**src/rtl/gyro_rd_ctrl_if.sv**
```systemverilog
// SPI transceiver handshake between gyro_rd_ctrl (master) and the transceiver (slave).
interface gyro_rd_ctrl_if;
    logic        wrt;
    logic [15:0] cmd;
    logic        done;
    logic [15:0] rd_data;

    modport master (output wrt, output cmd, input done, input rd_data);
    modport slave  (input wrt, input cmd, output done, output rd_data);
endinterface

```
**src/rtl/gyro_rd_ctrl.sv**
```systemverilog
// Gyro read controller: programs the sensor after power-up, then reads the yaw
// rate (low byte, then high byte) on every data-ready interrupt.
module gyro_rd_ctrl #(
    parameter int          INIT_WAIT_BITS = 16,
    parameter logic [15:0] CMD_INT_EN     = 16'h0D02,
    parameter logic [15:0] CMD_GYRO_CFG   = 16'h1160,
    parameter logic [15:0] CMD_ROUND      = 16'h1440,
    parameter logic [15:0] CMD_YAW_L      = 16'hA600,
    parameter logic [15:0] CMD_YAW_H      = 16'hA700
) (
    input  logic                  clk,
    input  logic                  rst,
    input  logic                  INT,
    gyro_rd_ctrl_if.master        spi,
    output logic                  init_done,
    output logic [15:0]           yaw_rt,
    output logic                  vld
);

    typedef enum logic [2:0] {
        WAIT_PWR, INIT1, INIT2, INIT3, IDLE, RD_L, RD_H
    } state_t;

    state_t                    state, nxt_state;
    logic [INIT_WAIT_BITS-1:0] pwr_cnt;
    logic                      int_ff1, int_ff2;
    logic [7:0]                low_byte;
    logic                      wrt_nxt;
    logic [15:0]               cmd_nxt;
    logic                      set_init, cap_low, upd_yaw;

    // Only the low byte of a response carries data.
    logic unused_rd_hi;
    assign unused_rd_hi = ^spi.rd_data[15:8];

    always_comb begin
        nxt_state = state;
        wrt_nxt   = 1'b0;
        cmd_nxt   = spi.cmd;
        set_init  = 1'b0;
        cap_low   = 1'b0;
        upd_yaw   = 1'b0;
        case (state)
            WAIT_PWR: if (&pwr_cnt) begin
                wrt_nxt   = 1'b1;
                cmd_nxt   = CMD_INT_EN;
                nxt_state = INIT1;
            end
            INIT1: if (spi.done) begin
                wrt_nxt   = 1'b1;
                cmd_nxt   = CMD_GYRO_CFG;
                nxt_state = INIT2;
            end
            INIT2: if (spi.done) begin
                wrt_nxt   = 1'b1;
                cmd_nxt   = CMD_ROUND;
                nxt_state = INIT3;
            end
            INIT3: if (spi.done) begin
                set_init  = 1'b1;
                nxt_state = IDLE;
            end
            IDLE: if (int_ff2) begin
                wrt_nxt   = 1'b1;
                cmd_nxt   = CMD_YAW_L;
                nxt_state = RD_L;
            end
            RD_L: if (spi.done) begin
                cap_low   = 1'b1;
                wrt_nxt   = 1'b1;
                cmd_nxt   = CMD_YAW_H;
                nxt_state = RD_H;
            end
            RD_H: if (spi.done) begin
                upd_yaw   = 1'b1;
                nxt_state = IDLE;
            end
            default: nxt_state = WAIT_PWR;
        endcase
    end

    always_ff @(posedge clk) begin
        if (rst) begin
            state     <= WAIT_PWR;
            pwr_cnt   <= '0;
            int_ff1   <= 1'b0;
            int_ff2   <= 1'b0;
            low_byte  <= 8'h00;
            spi.wrt   <= 1'b0;
            spi.cmd   <= 16'h0000;
            init_done <= 1'b0;
            yaw_rt    <= 16'h0000;
            vld       <= 1'b0;
        end else begin
            state   <= nxt_state;
            int_ff1 <= INT;
            int_ff2 <= int_ff1;
            // Saturates at all ones; the FSM leaves WAIT_PWR on that same cycle.
            if (state == WAIT_PWR && !(&pwr_cnt))
                pwr_cnt <= pwr_cnt + 1'b1;
            spi.wrt <= wrt_nxt;
            spi.cmd <= cmd_nxt;
            if (set_init)
                init_done <= 1'b1;
            if (cap_low)
                low_byte <= spi.rd_data[7:0];
            vld <= upd_yaw;
            if (upd_yaw)
                yaw_rt <= {spi.rd_data[7:0], low_byte};
        end
    end

endmodule
```
**src/flat_wrapper.sv**
```systemverilog
// flat-port wrapper written by rule: the top's interface ports become plain ports
module gyro_rd_ctrl_flat 
#(
    parameter int          INIT_WAIT_BITS = 16,
    parameter logic [15:0] CMD_INT_EN     = 16'h0D02,
    parameter logic [15:0] CMD_GYRO_CFG   = 16'h1160,
    parameter logic [15:0] CMD_ROUND      = 16'h1440,
    parameter logic [15:0] CMD_YAW_L      = 16'hA600,
    parameter logic [15:0] CMD_YAW_H      = 16'hA700
)
  (clk, rst, INT, init_done, yaw_rt, vld, spi_wrt, spi_cmd, spi_done, spi_rd_data);
  gyro_rd_ctrl_if spi_i ();
  input  logic clk;
  input  logic rst;
  input  logic INT;
  output logic init_done;
  output logic [15:0] yaw_rt;
  output logic vld;
  output wire logic [$bits(spi_i.wrt)-1:0] spi_wrt;
  output wire logic [$bits(spi_i.cmd)-1:0] spi_cmd;
  input wire logic [$bits(spi_i.done)-1:0] spi_done;
  input wire logic [$bits(spi_i.rd_data)-1:0] spi_rd_data;
  assign spi_wrt = spi_i.wrt;
  assign spi_cmd = spi_i.cmd;
  assign spi_i.done = spi_done;
  assign spi_i.rd_data = spi_rd_data;
  gyro_rd_ctrl #(.INIT_WAIT_BITS(INIT_WAIT_BITS), .CMD_INT_EN(CMD_INT_EN), .CMD_GYRO_CFG(CMD_GYRO_CFG), .CMD_ROUND(CMD_ROUND), .CMD_YAW_L(CMD_YAW_L), .CMD_YAW_H(CMD_YAW_H)) u_core (.clk(clk), .rst(rst), .INT(INT), .spi(spi_i), .init_done(init_done), .yaw_rt(yaw_rt), .vld(vld));
endmodule
```
**config.mk**
```make
export PLATFORM = sky130hd
export DESIGN_NAME = gyro_rd_ctrl_flat
export DESIGN_NICKNAME = d
export VERILOG_FILES = /design/src/rtl/gyro_rd_ctrl_if.sv /design/src/rtl/gyro_rd_ctrl.sv /design/src/flat_wrapper.sv
export SDC_FILE = /design/constraint.sdc
export NUM_CORES = 1
export LEC_CHECK = 0
export ABC_AREA = 0
export CORE_MARGIN = 8
export CORE_UTILIZATION = 30
export DETAILED_ROUTE_END_ITERATION = 16
export PLACE_DENSITY = 0.63
export SLEW_MARGIN = 30
export SYNTH_ARGS = -nofsm -noshare
export SYNTH_HDL_FRONTEND = slang
export SYNTH_SLANG_ARGS = --single-unit
export TNS_END_PERCENT = 30
```
**constraint.sdc**
```tcl
create_clock -name clk -period 2.15 [get_ports clk]
set_clock_uncertainty 0.1 [all_clocks]
set_input_delay 0.645 -clock clk [delete_from_list [all_inputs] [get_ports clk]]
set_output_delay 0.645 -clock clk [all_outputs]
set_load 0.01 [all_outputs]
```
==> results of run 1 <==
[per-stage QoR]
step,hold slack [ps],worst slack [ps],setup TNS [ps],instance area (µm²)
after floorplan,313.8,50.96,0,2305
after CTS,358.4,0.8606,0,2954
after global routing,382.2,3.444,0,2963
final,354.6,65.52,0,2963
after global placement,326.9,-61.73,-61.73,2856
after detailed placement,338.0,-105.7,-408.4,2856
[cell type report]
class	instances	area, µm²
flip-flops and latches	54	1081
clock buffers	5	68.82
multi-input cells	199	1081
inverters	3	11.26
repair buffers	58	568.0
fillers	763	4604
clock inverters	3	25.02
well taps	102	127.6
[routing by layer]
metal	track usage (%)	routed length, µm
met5	0	0
met4	3.337	64
met3	3.481	318
met2	18.46	2565
met1	11.90	2293
[cell usage in the layout (no fill, tap or decap), types with 5 or more instances in the layout]
| cell type | instances |
|---|---|
| dfxtp_1 | 54 |
| conb_1 | 6 |
| clkbuf_8 | 5 |
| or3_1 | 5 |
| o31ai_1 | 12 |
| a21oi_1 | 44 |
| nand3_1 | 9 |
| nand2_1 | 60 |
| buf_4 | 15 |
| nor2_1 | 10 |
| or4_1 | 10 |
| clkdlybuf4s50_1 | 39 |
[power groups by stage]
stage | Sequential [mW] | Combinational (mW) | Clock [mW]
after CTS | 1.01 | 0.0718 | 0.611
final | 1.01 | 0.0717 | 0.591
after detailed placement | 1.04 | 0.0714 | 0
after floorplan | 1.04 | 0.0447 | 0
after global placement | 1.04 | 0.0703 | 0
after global routing | 1.02 | 0.0809 | 0.662
[worst min-delay path by stage]
| stage | slack, ps | to | cells past startpoint | start |
|---|---|---|---|---|
| 2_1_floorplan | 310 | u_core.int_ff2 | 1 | u_core.int_ff1 |
| 4_1_cts | 360 | u_core.int_ff2 | 1 | u_core.int_ff1 |
| 6_report | 350 | u_core.int_ff2 | 1 | u_core.int_ff1 |
| 3_5_place_dp | 340 | u_core.int_ff2 | 1 | u_core.int_ff1 |
| 3_3_place_gp | 330 | u_core.int_ff2 | 1 | u_core.int_ff1 |
| 5_1_grt | 380 | u_core.yaw_rt[1] | 2 | u_core.low_byte[1] |
[cell families (layout without fill, tap and decap cells)]
| kind of cell | Yosys count | count (layout) |
|---|---|---|
| adders and majority gates | 1 | 1 |
| DFF | 54 | 54 |
| and+or+nand+nor | 123 | 123 |
| other | 1 | 6 |
| buffers and inverters | 31 | 69 |
| muxes | 2 | 2 |
| xor gates and xnor gates | 1 | 1 |
| AOI/OAI and AO/OA | 66 | 66 |
[what timing repair did]
item	in CTS	in global routing
setup endpoints to repair	2	4
gates resized for setup	1	2
endpoints found under the hold margin	0	0
gates cloned	0	0
pin swaps	0	1
[sequential cells by signal, indices dropped and copies added, names as in the netlist]
signal            flops
u_core.pwr_cnt       16
u_core.yaw_rt        16
u_core.low_byte       8
u_core.spi.cmd        6
u_core.state          3
u_core.init_done      1
u_core.int_ff1        1
u_core.int_ff2        1
u_core.spi.wrt        1
u_core.vld            1
==> results by group, run 1 <==
Logic synthesis
  – Synth unique cells: 40
  – Yosys warning count: 0
  – Top post-synthesis cells by count: nand2_1 (60), dfxtp_1 (54), a21oi_1 (45)
  – FF+latch count, synth: 54
  – Complex-gate fraction of the synthesized area: 16.37%
  – Post-synth top flop: dfxtp_1
  – Post-synthesis adder-cell area fraction: less than 1%
  – Avg Cell Area, Syn: 8.193 µm²
  – Synth area leader: dfxtp_1
  – Ranking of synthesized cells by area: dfxtp_1 (47%), a21oi_1 (9.9%), nand2_1 (9.9%)
  – Fraction of registers with async set/reset: 0%
  – XOR/XNOR Fraction of Synth Area: less than 1%
  – Post-synthesis mux area share: less than 1%
  – Yosys top cell area share: 47.29%
  – Post-synthesis simple-gate area fraction: 27.53%
  – Synthesized area: around 2300 µm²
  – Syn Inst Count: 279
  – Post-synth EDFFs: 0
  – Main combinational cell family by area after synthesis: simple AND/OR/NAND/NOR gates
  – Sequential fraction of the synthesis area: 47.29%
  – Cell with the most instances after synthesis: nand2_1

Routing
  – Post-DRT Antenna Nets: 0
  – Wire per inst: 12.36 µm
  – Via density: 4.814
  – Detailed-route DRC error count: 0
  – Via count: ~2000
  – Routed wire length: 5242 µm
  – Drt first-iter violations: 105
  – Initial DRT Pass Iterations: 4

Cells and area
  – Area grow syn2layout: 29.61%
  – Layout cells sized above 1: 9.938%
  – N_diodes: 0
  – Post-route insts no fill: 424
  – Final design utilization: 39.15%
  – Layout Nets: about 340

Clock tree
  – Post-CTS setup buffers: 0
  – CTS Hold Bufs: 0
  – Clk Latency, worst-skew pair: 310 ps
  – Htree depth: 2
  – CTS max path bufs: 2
  – CTS Buf Count: 5
  – CTS Sinks: 54
  – Clk pin slew, worst setup/hold paths: 100 ps
  – CTS Root Cell: clkbuf_8
  – CTS tree: built

Critical path
  – Maximum fanout along the worst path: 13
  – Reg2reg setup slack: 70 ps
  – CP arrival: 2230 ps
  – R2R cell count: 5
  – Crit end category: flop
  – CP Class: flop to flop
  – Highest-delay cell along the critical path: or3_4
  – Worst r2r src: u_core.state[2]
  – Worst path depth: 5
  – CP max stage delay: around 430 ps
  – Most frequent CP cell: or3_4
  – WP buf/inv: 1
  – Setup crit start kind: flop
  – FF-to-FF End: u_core.pwr_cnt[10]
  – Critical Path RT: 2300 ps
  – Delay-heaviest family, CP: simple AND/OR/NAND/NOR gates
  – Crit path from: u_core.state[2]
  – CP Cell Sequence: or3_4, buf_4, or3_4, or4_1, a21oi_2
  – End point of the critical path: u_core.pwr_cnt[10]

Floorplan
  – Io pins: between 50 and 60
  – Core box area: approximately 7600 µm²
  – Die Wd: approximately 100 µm
  – Die Ht: between 100 and 150 µm
  – Die Area: about 11000 µm²
  – Rows: 32
  – Initial Util: a little under a third

Global route
  – Vias in the first global route: 2011
  – Antenna violations before repair: 0
  – First-pass GRT wire length: 9094 µm
  – GRT overflow: 0
  – Largest net degree at the start of global routing: 19
  – Tot GR Track Use: 10.58%

Pwr
  – Peak supply drop: 0.3261 mV
  – Switch Pwr: 0.4006 mW
  – Comb power frac: 4.3%
  – Switching share of total power: a little under a quarter
  – Clock power share: 35.3%
  – Internal Power: 1.276 mW
  – Leakage: 0.9834 nW
  – Sequential power share: 60.5%
  – Total power: around 1.7 mW
  – P per Cell Area: 566.0 nW/µm²

STA
  – RSZ-0062 raised after global routing: false
  – Fmax achieved: 479.7 MHz
  – Final period util: between 90% and 100%
  – Endpoints failing hold: 0
  – # setup viols final: 0
  – Final slew viol count: 0
  – Min Tclk post-route: around 2100 ps

Placement
  – Buffers added on ports: 40
  – Placed Cells: 416
  – Dpl hpwl: 3784 µm
  – Placer Congestion: between 0.8 and 0.9

Worst hold path
  – HP Class: flop to flop

Run
  – Max cap viols: 0

Run status
  – Status: finished clean
(Power assumes the default switching activity.)
==> run 2: changes to the inputs <==
- GPL_TIMING_DRIVEN: unset -> 1
- PLACE_DENSITY: 0.63 -> 0.61
- clock period: 2.15 -> 2.57 ns (I/O delays scaled with it)
==> run 2 against run 1 <==
Largest power group unchanged. Sequential share of layout area up 0.39 points. Core utilization shrank 0.41 points. Largest cell class unchanged. First-iteration DRC count fell by 3.8%. Global-route usage fell by 0.60 points. Via count decreased by 1.8%. Final area decreased by 1.1%. Final cell count down 1.2%.
==> results by group, run 2 (same netlist as run 1, synthesis figures left out) <==
STA
  – Final slew viol count: 0
  – Min Tclk post-route: 2205 ps
  – Fmax achieved: ~450 MHz
  – Final hold slack: 353.5 ps
  – RSZ-0062 raised after global routing: false
  – Endpoints failing hold: 0
  – # setup viols final: 0
  – Total negative slack: 0 ps
  – Final period util: 85.79%

Global route
  – First-pass GRT wire length: 8659 µm
  – GR Util met1: 11.88%
  – Met3 Resource Use GR: ~2.5%
  – Vias in the first global route: about 1900
  – GRT overflow: 0
  – Tot GR Track Use: 9.985%
  – Antenna violations before repair: 0
  – Gr busiest metal: met2
  – Met2 Track Usage GR: 16.92%
  – Largest net degree at the start of global routing: 37

Critical path
  – Critical Path RT: about 2700 ps
  – Crit end category: flop
  – Setup crit start kind: flop
  – CP arrival: 2340 ps
  – CP Class: flop to flop
  – Reg2reg setup slack: about 370 ps
  – Maximum fanout along the worst path: 8

Cells and area
  – N_diodes: 0
  – Area of the multi-input gates: 1069 µm²
  – Register area: 1081 µm²
  – Fill cell count: 781
  – Most frequent cells in the layout: nand2_1 (60), dfxtp_1 (54), a21oi_1 (45)
  – Leading cell type in the layout, fill and taps excluded: nand2_1
  – Largest registers: u_core.pwr_cnt x16, u_core.yaw_rt x16, u_core.low_byte x8
  – Layout cells sized above 1: 7.571%
  – Area grow syn2layout: 28.24%
  – Post-route insts no fill: 419
  – Layout Nets: between 300 and 400

Placement
  – Buffers added on ports: 40
  – Placer Congestion: between 0.7 and 0.8
  – Dpl hpwl: between 3000 and 4000 µm
  – Placed Cells: 411

Routing
  – Post-DRT Antenna Nets: 0
  – Via density: 4.783
  – Via count: 2004
  – Drt first-iter violations: 101
  – Wire per inst: 12.02 µm
  – Routed wire length: about 5000 µm
  – Initial DRT Pass Iterations: 4
  – Detailed-route DRC error count: 0

Pwr
  – Leakage: around 0.97 nW
  – P per Cell Area: 537.9 nW/µm²
  – Peak supply drop: roughly 0.35 mV

Floorplan
  – Die Ht: 103.3 µm
  – Die Area: 10670 µm²
  – Initial Util: 30.21%
  – Die Wd: 103.3 µm
  – Core box area: 7567 µm²
  – Rows: 32
  – Io pins: 55

Worst hold path
  – HP Class: flop to flop

Clock tree
  – Clk pin slew, worst setup/hold paths: 100 ps
  – CTS Sinks: 54
  – CTS tree: built
  – CTS Buf Count: 5
  – CTS Root Cell: clkbuf_8
  – Clk Latency, worst-skew pair: 310 ps
  – Htree depth: 2
  – Post_cts resized: 0
  – Post-CTS setup buffers: 0
  – CTS max path bufs: 2
  – CTS Hold Bufs: 0

Run
  – Max cap viols: 0

Run status
  – Status: finished clean
## run 2: area by class of cell
cell class / instances / area share [%]
Sequential cell: 54 / 36.88
Inverter: 3 / 0.3841
Multi-Input combinational cell: 199 / 36.45
Clock inverter: 3 / 2.347
Timing Repair Buffer: 53 / 17.24
Tap cell: 102 / 4.353
Clock buffer: 5 / 2.347
## run 2: worst max-delay path, cell delays in order, from the launching register on
cell and delay [ps]:
dfxtp_1 330, or3_4 380, or4_1 660, or4_1 510
a21oi_1 140
## run 2: stage by stage
stage	power (mW)	cell area, µm²	worst slack [ps]	utilization (%)
floorplan	0.9035	2305	471.0	-
global placement	0.9268	2794	228.2	36.92
CTS	1.597	2932	355.3	38.74
finish	1.577	2932	365.2	38.74
detailed placement	0.9273	2794	217.4	36.92
global route	1.631	2932	304.9	38.74
## run 2: routing by layer
metal	share of wire (%)	wire length [µm]
met1	46	2298
met5	0	0
met3	3.5	176
met4	1.3	67
met2	50	2496
## run 2: final timing paths
check	end	depth (start not counted)	from
setup / recovery	u_core.pwr_cnt[15]	4	u_core.state[2]
hold / removal	u_core.int_ff2	1	u_core.int_ff1
setup reg to reg	u_core.pwr_cnt[15]	4	u_core.state[2]
hold reg to reg	u_core.int_ff2	1	u_core.int_ff1
## run 2: power by group
| group | internal [mW] | switching (mW) |
|---|---|---|
| clock | 0.390 | 0.279 |
| sequential | 0.842 | 0.00597 |
| combinational | 0.0284 | 0.0311 |
| total | 1.26 | 0.316 |
==> run 3: changes to the inputs <==
- SKIP_CTS_REPAIR_TIMING: unset -> 1
==> results of run 3 <==
The final DEF is identical to that of run 2; final timing and power are the same.
